**config.mk**
```make
export PLATFORM = sky130hd
export DESIGN_NAME = max7219_cmd_loader
export DESIGN_NICKNAME = d
export VERILOG_FILES = /design/src/rtl/max7219_cmd_loader.sv
export SDC_FILE = /design/constraint.sdc
export NUM_CORES = 1
export LEC_CHECK = 0
export CORE_MARGIN = 8
export CORE_UTILIZATION = 55
export CTS_BUF_LIST = sky130_fd_sc_hd__clkbuf_8 sky130_fd_sc_hd__clkbuf_16
export CTS_CLUSTER_SIZE = 24
export DETAILED_ROUTE_END_ITERATION = 12
export HOLD_SLACK_MARGIN = 0.15
export PLACE_DENSITY = 0.91
export REMOVE_ABC_BUFFERS = 1
export SETUP_SLACK_MARGIN = 0.3
export SLEW_MARGIN = 20
export SYNTH_ARGS = -nofsm -noshare
export SYNTH_HDL_FRONTEND = slang
export SYNTH_SLANG_ARGS = --single-unit
export TNS_END_PERCENT = 5
```
**constraint.sdc**
```tcl
create_clock -name clk -period 7.3 [get_ports clk]
set_clock_uncertainty 0.15 [all_clocks]
set_input_delay 1.825 -clock clk [delete_from_list [all_inputs] [get_ports clk]]
set_output_delay 1.825 -clock clk [all_outputs]
set_load 0.05 [all_outputs]
```
**src/rtl/max7219_cmd_loader.sv**
```systemverilog
// Packs a byte stream of MAX7219 command frames into 16-bit words, writes them into the
// cmd_decod RAM, then launches playback and waits for completion, discard or timeout.
module max7219_cmd_loader #(
  parameter int G_RAM_ADDR_WIDTH = 8,
  parameter int G_BASE_ADDR      = 0,
  parameter int G_MAX_WORDS      = 64,
  parameter int G_TIMEOUT        = 2**20
) (
  input  logic                        clk,
  input  logic                        rst,
  input  logic                        i_en,
  input  logic                        i_valid,
  output logic                        o_ready,
  input  logic [7:0]                  i_data,
  input  logic                        i_last,
  input  logic                        i_loop,
  output logic                        o_me,
  output logic                        o_we,
  output logic [G_RAM_ADDR_WIDTH-1:0] o_addr,
  output logic [15:0]                 o_wdata,
  output logic [G_RAM_ADDR_WIDTH-1:0] o_start_ptr,
  output logic [G_RAM_ADDR_WIDTH-1:0] o_last_ptr,
  output logic                        o_ptr_val,
  output logic                        o_loop,
  input  logic                        i_ptr_equality,
  input  logic                        i_discard,
  output logic                        o_busy,
  output logic                        o_frame_err
);

  localparam int AW = G_RAM_ADDR_WIDTH;
  localparam int IW = $clog2(G_MAX_WORDS + 1);
  localparam logic [AW-1:0] BASE     = AW'(G_BASE_ADDR);
  localparam logic [IW-1:0] MAXW     = IW'(G_MAX_WORDS);
  localparam logic [31:0]   TMO_LAST = 32'(G_TIMEOUT - 1);

  typedef enum logic [2:0] {
    S_IDLE      = 3'd0,
    S_LOAD_MSB  = 3'd1,
    S_LOAD_LSB  = 3'd2,
    S_WRITE     = 3'd3,
    S_LAUNCH    = 3'd4,
    S_WAIT_DONE = 3'd5,
    S_FLUSH     = 3'd6
  } state_t;

  state_t          state_q, state_d;
  logic [IW-1:0]   word_idx_q;
  logic [15:0]     wdata_q;
  logic            frame_last_q;
  logic            ptr_eq_q;
  logic            frame_err_q;
  logic [31:0]     tmo_cnt_q;
  logic [AW-1:0]   start_ptr_q;
  logic [AW-1:0]   last_ptr_q;
  logic            loop_q;

  logic            ready_s;
  logic            write_s;
  logic            launch_s;
  logic            accept_s;
  logic            err_s;
  logic            ptr_rise_s;
  logic            tmo_hit_s;
  logic [AW-1:0]   wr_addr_s;
  logic [AW-1:0]   last_ptr_s;

  assign accept_s   = i_valid & ready_s;
  assign ptr_rise_s = i_ptr_equality & ~ptr_eq_q;
  assign tmo_hit_s  = (tmo_cnt_q == TMO_LAST);
  // Address arithmetic wraps modulo the RAM size; during LAUNCH word_idx holds the word count.
  assign wr_addr_s  = BASE + AW'(word_idx_q);
  assign last_ptr_s = wr_addr_s - AW'(1'b1);

  // State register
  always_ff @(posedge clk or posedge rst) begin
    if (rst) begin
      state_q <= S_IDLE;
    end else begin
      state_q <= state_d;
    end
  end

  // Next-state and error-event decode
  always_comb begin
    state_d = state_q;
    err_s   = 1'b0;
    if (!i_en) begin
      state_d = S_IDLE;
    end else begin
      case (state_q)
        S_IDLE: state_d = S_LOAD_MSB;
        S_LOAD_MSB: begin
          if (!accept_s) begin
            state_d = state_q;
          end else if (word_idx_q == MAXW) begin
            if (i_last) begin
              state_d = S_IDLE;
              err_s   = 1'b1;
            end else begin
              state_d = S_FLUSH;
            end
          end else if (i_last) begin
            state_d = S_IDLE;
            err_s   = 1'b1;
          end else begin
            state_d = S_LOAD_LSB;
          end
        end
        S_LOAD_LSB: begin
          if (accept_s) begin
            state_d = S_WRITE;
          end else begin
            state_d = state_q;
          end
        end
        S_WRITE: state_d = frame_last_q ? S_LAUNCH : S_LOAD_MSB;
        S_LAUNCH: state_d = i_loop ? S_IDLE : S_WAIT_DONE;
        // Discard beats a simultaneous ptr_equality edge so the rejection is reported.
        S_WAIT_DONE: begin
          if (i_discard || tmo_hit_s) begin
            state_d = S_IDLE;
            err_s   = 1'b1;
          end else if (ptr_rise_s) begin
            state_d = S_IDLE;
          end else begin
            state_d = state_q;
          end
        end
        S_FLUSH: begin
          if (accept_s && i_last) begin
            state_d = S_IDLE;
            err_s   = 1'b1;
          end else begin
            state_d = state_q;
          end
        end
        default: state_d = S_IDLE;
      endcase
    end
  end

  // Output decode from the current state
  always_comb begin
    ready_s  = 1'b0;
    write_s  = 1'b0;
    launch_s = 1'b0;
    case (state_q)
      S_LOAD_MSB, S_LOAD_LSB, S_FLUSH: ready_s = i_en;
      S_WRITE:                         write_s = i_en;
      S_LAUNCH:                        launch_s = i_en;
      default: begin
        ready_s  = 1'b0;
        write_s  = 1'b0;
        launch_s = 1'b0;
      end
    endcase
  end

  // Word packing, word counter, edge detect, timeout and held launch pointers
  always_ff @(posedge clk or posedge rst) begin
    if (rst) begin
      word_idx_q   <= '0;
      wdata_q      <= 16'h0000;
      frame_last_q <= 1'b0;
      ptr_eq_q     <= 1'b0;
      frame_err_q  <= 1'b0;
      tmo_cnt_q    <= 32'd0;
      start_ptr_q  <= '0;
      last_ptr_q   <= '0;
      loop_q       <= 1'b0;
    end else begin
      ptr_eq_q    <= i_ptr_equality;
      frame_err_q <= err_s;
      if (state_q == S_IDLE) begin
        word_idx_q <= '0;
      end else if (write_s) begin
        word_idx_q <= word_idx_q + IW'(1);
      end
      if (accept_s && state_q == S_LOAD_MSB) begin
        wdata_q[15:8] <= i_data;
      end
      if (accept_s && state_q == S_LOAD_LSB) begin
        wdata_q[7:0] <= i_data;
        frame_last_q <= i_last;
      end
      if (state_q == S_WAIT_DONE && i_en) begin
        tmo_cnt_q <= tmo_cnt_q + 32'd1;
      end else begin
        tmo_cnt_q <= 32'd0;
      end
      if (launch_s) begin
        start_ptr_q <= BASE;
        last_ptr_q  <= last_ptr_s;
        loop_q      <= i_loop;
      end
    end
  end

  assign o_ready     = ready_s;
  assign o_me        = write_s;
  assign o_we        = write_s;
  assign o_addr      = write_s ? wr_addr_s : '0;
  assign o_wdata     = write_s ? wdata_q : 16'h0000;
  assign o_ptr_val   = launch_s;
  assign o_start_ptr = launch_s ? BASE : start_ptr_q;
  assign o_last_ptr  = launch_s ? last_ptr_s : last_ptr_q;
  assign o_loop      = launch_s ? i_loop : loop_q;
  assign o_busy      = (state_q != S_IDLE);
  assign o_frame_err = frame_err_q;

endmodule
```
==> results.toml, run 1 <==
[floorplan]
die_x_um = 99.3
initial_core_util_pct = 56.5
std_cell_rows = 30
die_h_um = 99.3
io_pins = 63
design.core.area_mm2 = 0.00676
die_area_mm2 = 0.00987

[route]
drt_wl_total_mm = 8.54
first_iter_violations = 154
viasPerCell = 5.56
top_layer_used = "met4"
routedWlPerCell_um = 16.4
dr_wl_met2_mm = 4.07
drc = 0
wl_met1_mm = 3.76
routed-via-count = 2888
ant_nets = 0
wl_met3_um = 514
dr.pass1.iters = 4

[final_layout]
final_cell_mix = "78 x dfrtp_1, 61 x clkdlybuf4s50_1, 50 x nor2_1"
layout_commonest_cell = "dfrtp_1"
fin_cells = 519
nets = 454
syn2layout_area_growth_pct = 22.3
drive_gt1_share_pct = 11.4
final_area_mm2 = 0.00467
antenna_cells = 0

[critical_path]
cp_num_buf_inv = 2
worstPathArrival_ns = 4.41
cp_common_cell = "clkdlybuf4s50_1"
rrSetupSlack_ns = 4.65
critical_path_class = "input pin to primary output"
path_cells = "clkdlybuf4s50_1 > nand2_1 > or3_1 > nor4_1 > a22o_1 > clkdlybuf4s50_1"
critical-path-max-stage-delay_ns = 0.80
cp-end-kind = "primary output"
cp-start-kind = "input pin"
crit_slowest_cell = "clkdlybuf4s50_1"
required_ns = 5.33
worst-path-max-fanout = 26
crit_family = "buffers and inverters"

[job]
drv_cap = 0

[sta]
period_needed_ns = 6.38
hold_viol_final = 0
tns_ns = 0
tightest_slew_ns = 0.832
slew_headroom_pct = 44.1
setup_ws_ns = 0.919
max_freq_mhz = 157
setup_viol = 0
grt_setup_unrepaired = "false"
post-route-period-util_pct = 87.4
drv_slew = 0

[clock_tree]
clkTransAtPathRegs_ns = 0.08
cts_buffer_depth = 2
clock_latency_ns = 0.35
cts_root_buffer = "clkbuf_8"
htree_levels = 3
cts_resized = 0
cts_buffers = 9
cts_sinks = 78
cts_hold_buf = 0
post_cts_buffers = 0
cts_tree = "built"

[synthesis]
synth_flop_cell = "dfrtp_1"
synth_async_sr_flop_share_pct = 100
synth_simple_gate_area_share_pct = 25.5
synthMuxAreaShare_pct = 5.93
ys.warnings.count = 0
ys_ff_latch = 78
synth_fa_ha_area_share_pct = 1.31
synth_compound_area_share_pct = 3.41
synth-xor-area-share_pct = 8.94
synth_top_family_by_area = "simple AND/OR/NAND/NOR gates"
synth_edf_count = 0
syn_avg_cell_area_um2 = 10.1
ys_seq_area_share_pct = 51.1
netlist_area_mm2 = 0.00382
syn_inst = 377
ys_types = 45

[pwr]
irDropWorstVdd_uv = 128
p_total_mw = 1.19
p_leak_nw = 2.00
powerDensity_mw_per_mm2 = 255

[run_status]
status = "completed"

[hold_path]
worstHoldPathType = "register to register"

[global_routing]
antenna_found_initial = 0
grt_pass1_vias = 2881
grt_pass1_wl_mm = 14.4
grt_max_degree = 79
grtUsageTotal_pct = 18.0
grt-ovfl-total = 0

[placed_design]
placedCellCount = 503
gp_congestion = 0.880
port_buffers = 61
dpl.hpwl_mm = 5.88
place_ws_ns = 0.921
post_dp_cell_area_mm2 = 0.00447
## registers in the layout (all words and copies together), names as in the netlist
name	cells
last_ptr_q	8
o_frame_err	1
ptr_eq_q	1
frame_last_q	1
start_ptr_q	8
loop_q	1
wdata_q	16
tmo_cnt_q	32
word_idx_q	7
state_q	3
## cells by family (layout without fill, tap and decap cells)
group           after synthesis  after routing
simple gates                181            181
flops                        78             78
xor+xnor                     39             39
buf+inv                      32             94
compound gates               22             22
mux                          20             20
fa+ha+maj                     4              4
other cells                   1              1
## power by group
group	internal, mW	total, mW	switching, mW	leakage (nW)
Combinational	0.125	0.324	0.199	0.852
Clock	0.166	0.325	0.159	0.0997
Sequential	0.501	0.542	0.0407	1.05
Total	0.791	1.19	0.399	2.00
## final timing paths
kind / cells after the start / to / from
worst min register to register: 1 / tmo_cnt_q[0] / tmo_cnt_q[0]
worst max register to register: 6 / state_q[2] / tmo_cnt_q[0]
worst min-delay path: 1 / tmo_cnt_q[0] / tmo_cnt_q[0]
max in group asynchronous: 3 / wdata_q[15] / rst
worst max-delay path: 6 / o_last_ptr[7] / i_en
min in group asynchronous: 3 / tmo_cnt_q[5] / rst
## cell type report
class,count,area [um2]
Inverter,13,48.8
Clock inverter,6,62.6
Sequential cell,78,1950
Timing Repair Buffer,65,644
Multi-Input combinational cell,267,1730
Fill cell,492,2080
Tap cell,80,100
Clock buffer,10,138
## stage by stage
stage / hold WS [ns] / util (%)
floorplan: 0.305 / -
global placement: 0.306 / 66.1
detailed placement: 0.321 / 66.1
CTS: 0.339 / 69.1
global route: 0.360 / 69.2
finish: 0.332 / 69.2
## worst reg2reg max path: stages (launching register included)
cell and delay (ns):
dfrtp_1 0.38, ha_1 0.24, nand4_1 0.20, nor3_2 0.63, nand2_2 0.14, a221oi_2 0.46
mux2_4 0.34
## synthesized netlist by cell type, types with 2 or more instances
master,count,share of area [%]
dfrtp_1,78,51
nor2_1,50,4.9
and2_1,34,5.6
nand2_1,27,2.7
xor2_1,27,6.2
mux2_2,17,5.0
nand3_1,16,2.1
clkbuf_1,13,1.3
inv_1,13,1.3
nand4_1,13,2.1
o21ai_0,12,1.6
xnor2_1,12,2.8
nor3_1,7,0.92
nor4_1,6,0.98
nor2b_1,5,0.82
a21oi_1,4,0.52
ha_1,4,1.3
or3_1,4,0.65
nor3_2,3,0.79
a31oi_1,2,0.33
and3_1,2,0.33
buf_2,2,0.26
buf_4,2,0.39
mux2i_1,2,0.52
nand4b_1,2,0.46
## per-layer routing
layer	up-vias	global-route usage, %
li1	1371	-
met5	-	0
met3	22	4.19
met1	1401	22.9
met4	0	7.33
met2	94	28.9
Power figures use the tool's default switching activity.
==> run 2, diff against run 1 <==
--- a/config.mk
+++ b/config.mk
@@ -6,4 +6,5 @@
 export NUM_CORES = 1
 export LEC_CHECK = 0
+export CAP_MARGIN = 20
 export CORE_MARGIN = 8
 export CORE_UTILIZATION = 55
==> constraint.sdc (replaced) <==
create_clock -name clk -period 7.3 [get_ports clk]
set_clock_uncertainty 0.15 [all_clocks]
set_input_delay 1.46 -clock clk [delete_from_list [all_inputs] [get_ports clk]]
set_output_delay 1.46 -clock clk [all_outputs]
set_load 0.05 [all_outputs]
==> run 2 against run 1 <==
Wire length decreased by 3.5%. Utilization grew 0.13 points. Global-route usage fell by 0.68 points. Worst setup slack better by 0.69 ns. Count of clock-buffer cells in the layout decreased by 1. Power up 1.9%. Largest cell class unchanged.
==> results.toml, run 2 (synthesized netlist as in run 1, its figures left out) <==
[run_status]
status = "completed"

[critical_path]
required_ns = 5.69
cp-end-kind = "primary output"
r2r_start = "tmo_cnt_q[0]"
worstPathArrival_ns = 4.08
rrSetupSlack_ns = 4.76
cp-start-kind = "input pin"
critical_path_class = "input pin to primary output"
r2r_cells = 6
worst-path-max-fanout = 30
reg2reg_to = "state_q[2]"

[sta]
hold_slack_ns = 0.335
tns_ns = 0
slew_headroom_pct = 36.1
period_needed_ns = 5.69
hold_viol_final = 0
max_freq_mhz = 176
grt_setup_unrepaired = "false"
post-route-period-util_pct = 77.9
setup_viol = 0
drv_slew = 0
tightest_slew_ns = 0.958

[final_layout]
antenna_cells = 0
top_regs = "tmo_cnt_q (32), wdata_q (16)"
final_area_mm2 = 0.00468
multiInputGateArea_mm2 = 0.00173
nets = 454
drive_gt1_share_pct = 11.2
largest_reg_flops = 32
n_fill_cell = 505
finish.utilization_pct = 69.3
syn2layout_area_growth_pct = 22.6
layout_commonest_cell = "dfrtp_1"
ff_latch_area_mm2 = 0.00195
regMostFlops = "tmo_cnt_q"
final_cell_mix = "78 x dfrtp_1, 61 x clkdlybuf4s50_1, 50 x nor2_1"

[clock_tree]
cts_resized = 0
cts_buffer_depth = 2
htree_levels = 3
clock_latency_ns = 0.35
cts_sinks = 78
clkTransAtPathRegs_ns = 0.08
cts_root_buffer = "clkbuf_8"
cts_hold_buf = 0
cts_tree = "built"
cts_buffers = 9
post_cts_buffers = 0

[pwr]
irDropWorstVdd_uv = 144
p_total_mw = 1.21
p_sw_mw = 0.395
p_sw_share_pct = 32.5
p_int_mw = 0.819
powerDensity_mw_per_mm2 = 259
combPwrFrac_pct = 26.9
seqPwrFrac_pct = 44.7
power_frac_clock_pct = 28.4
p_leak_nw = 2.01

[route]
first_iter_violations = 121
routed-via-count = 2875
viasPerCell = 5.55
dr.pass1.iters = 5
drc = 0
drt_wl_total_mm = 8.23
routedWlPerCell_um = 15.9
ant_nets = 0

[floorplan]
design.core.area_mm2 = 0.00676
io_pins = 63
die_area_mm2 = 0.00987
initial_core_util_pct = 56.5
die_h_um = 99.3
die_x_um = 99.3
std_cell_rows = 30

[global_routing]
antenna_found_initial = 0
grt_pass1_wl_mm = 13.9
grtUsageTotal_pct = 17.4
grt_pass1_vias = 2882
grt-ovfl-total = 0
grt_max_degree = 79

[hold_path]
whs_path_depth = 1
holdPathEnd = "start_ptr_q[3]"
hp-start = "start_ptr_q[3]"
worstHoldPathType = "register to register"

[placed_design]
dpl.hpwl_mm = 5.83
port_buffers = 61
gp_congestion = 0.894
post_dp_cell_area_mm2 = 0.00447

[job]
drv_cap = 0
[run 2: final cells by class]
| cell class | instances | area share (%) |
|---|---|---|
| Clock buffer | 9 | 2.65 |
| Clock inverter | 6 | 1.90 |
| Inverter | 13 | 1.04 |
| Timing Repair Buffer | 65 | 13.7 |
| Sequential cell | 78 | 41.7 |
| Multi-Input combinational cell | 267 | 36.9 |
| Tap cell | 80 | 2.14 |
[run 2: how the worst max path moves through the flow]
stage	start	end	slack (ns)	depth (start not counted)
3_5_place_dp	i_en	o_addr[2]	1.60	4
4_1_cts	i_en	o_addr[2]	1.59	4
2_1_floorplan	i_en	o_last_ptr[2]	2.45	3
6_report	i_en	o_addr[2]	1.61	4
3_3_place_gp	i_en	o_addr[2]	1.67	4
5_1_grt	i_en	o_addr[2]	1.43	4
[run 2: routing by layer]
metal  share of wire, %  GRT usage (%)  wire, um
met4                1.3           6.75       108
met3                6.0           4.19       492
met2                 50           28.6      4080
met1                 43           21.4      3550
met5                  0              0         0
[run 2: through the flow]
stage               instances  setup WS, ns
floorplan                 358          2.45
global placement          503          1.67
detailed placement        503          1.60
CTS                       518          1.59
global route              518          1.43
finish                    518          1.61
[run 2: critical path, cell delays in order]
cell and delay, ns:
clkdlybuf4s50_1 0.63, and4b_1 0.88, and2_1 0.27, clkdlybuf4s50_1 0.82
[run 2: power groups by stage]
stage / registers (mW) / logic (mW) / clock network (mW)
after global placement: 0.546 / 0.319 / 0
after detailed placement: 0.551 / 0.328 / 0
after global routing: 0.551 / 0.349 / 0.370
after CTS: 0.543 / 0.330 / 0.351
final: 0.542 / 0.327 / 0.345
after floorplan: 0.537 / 0.227 / 0
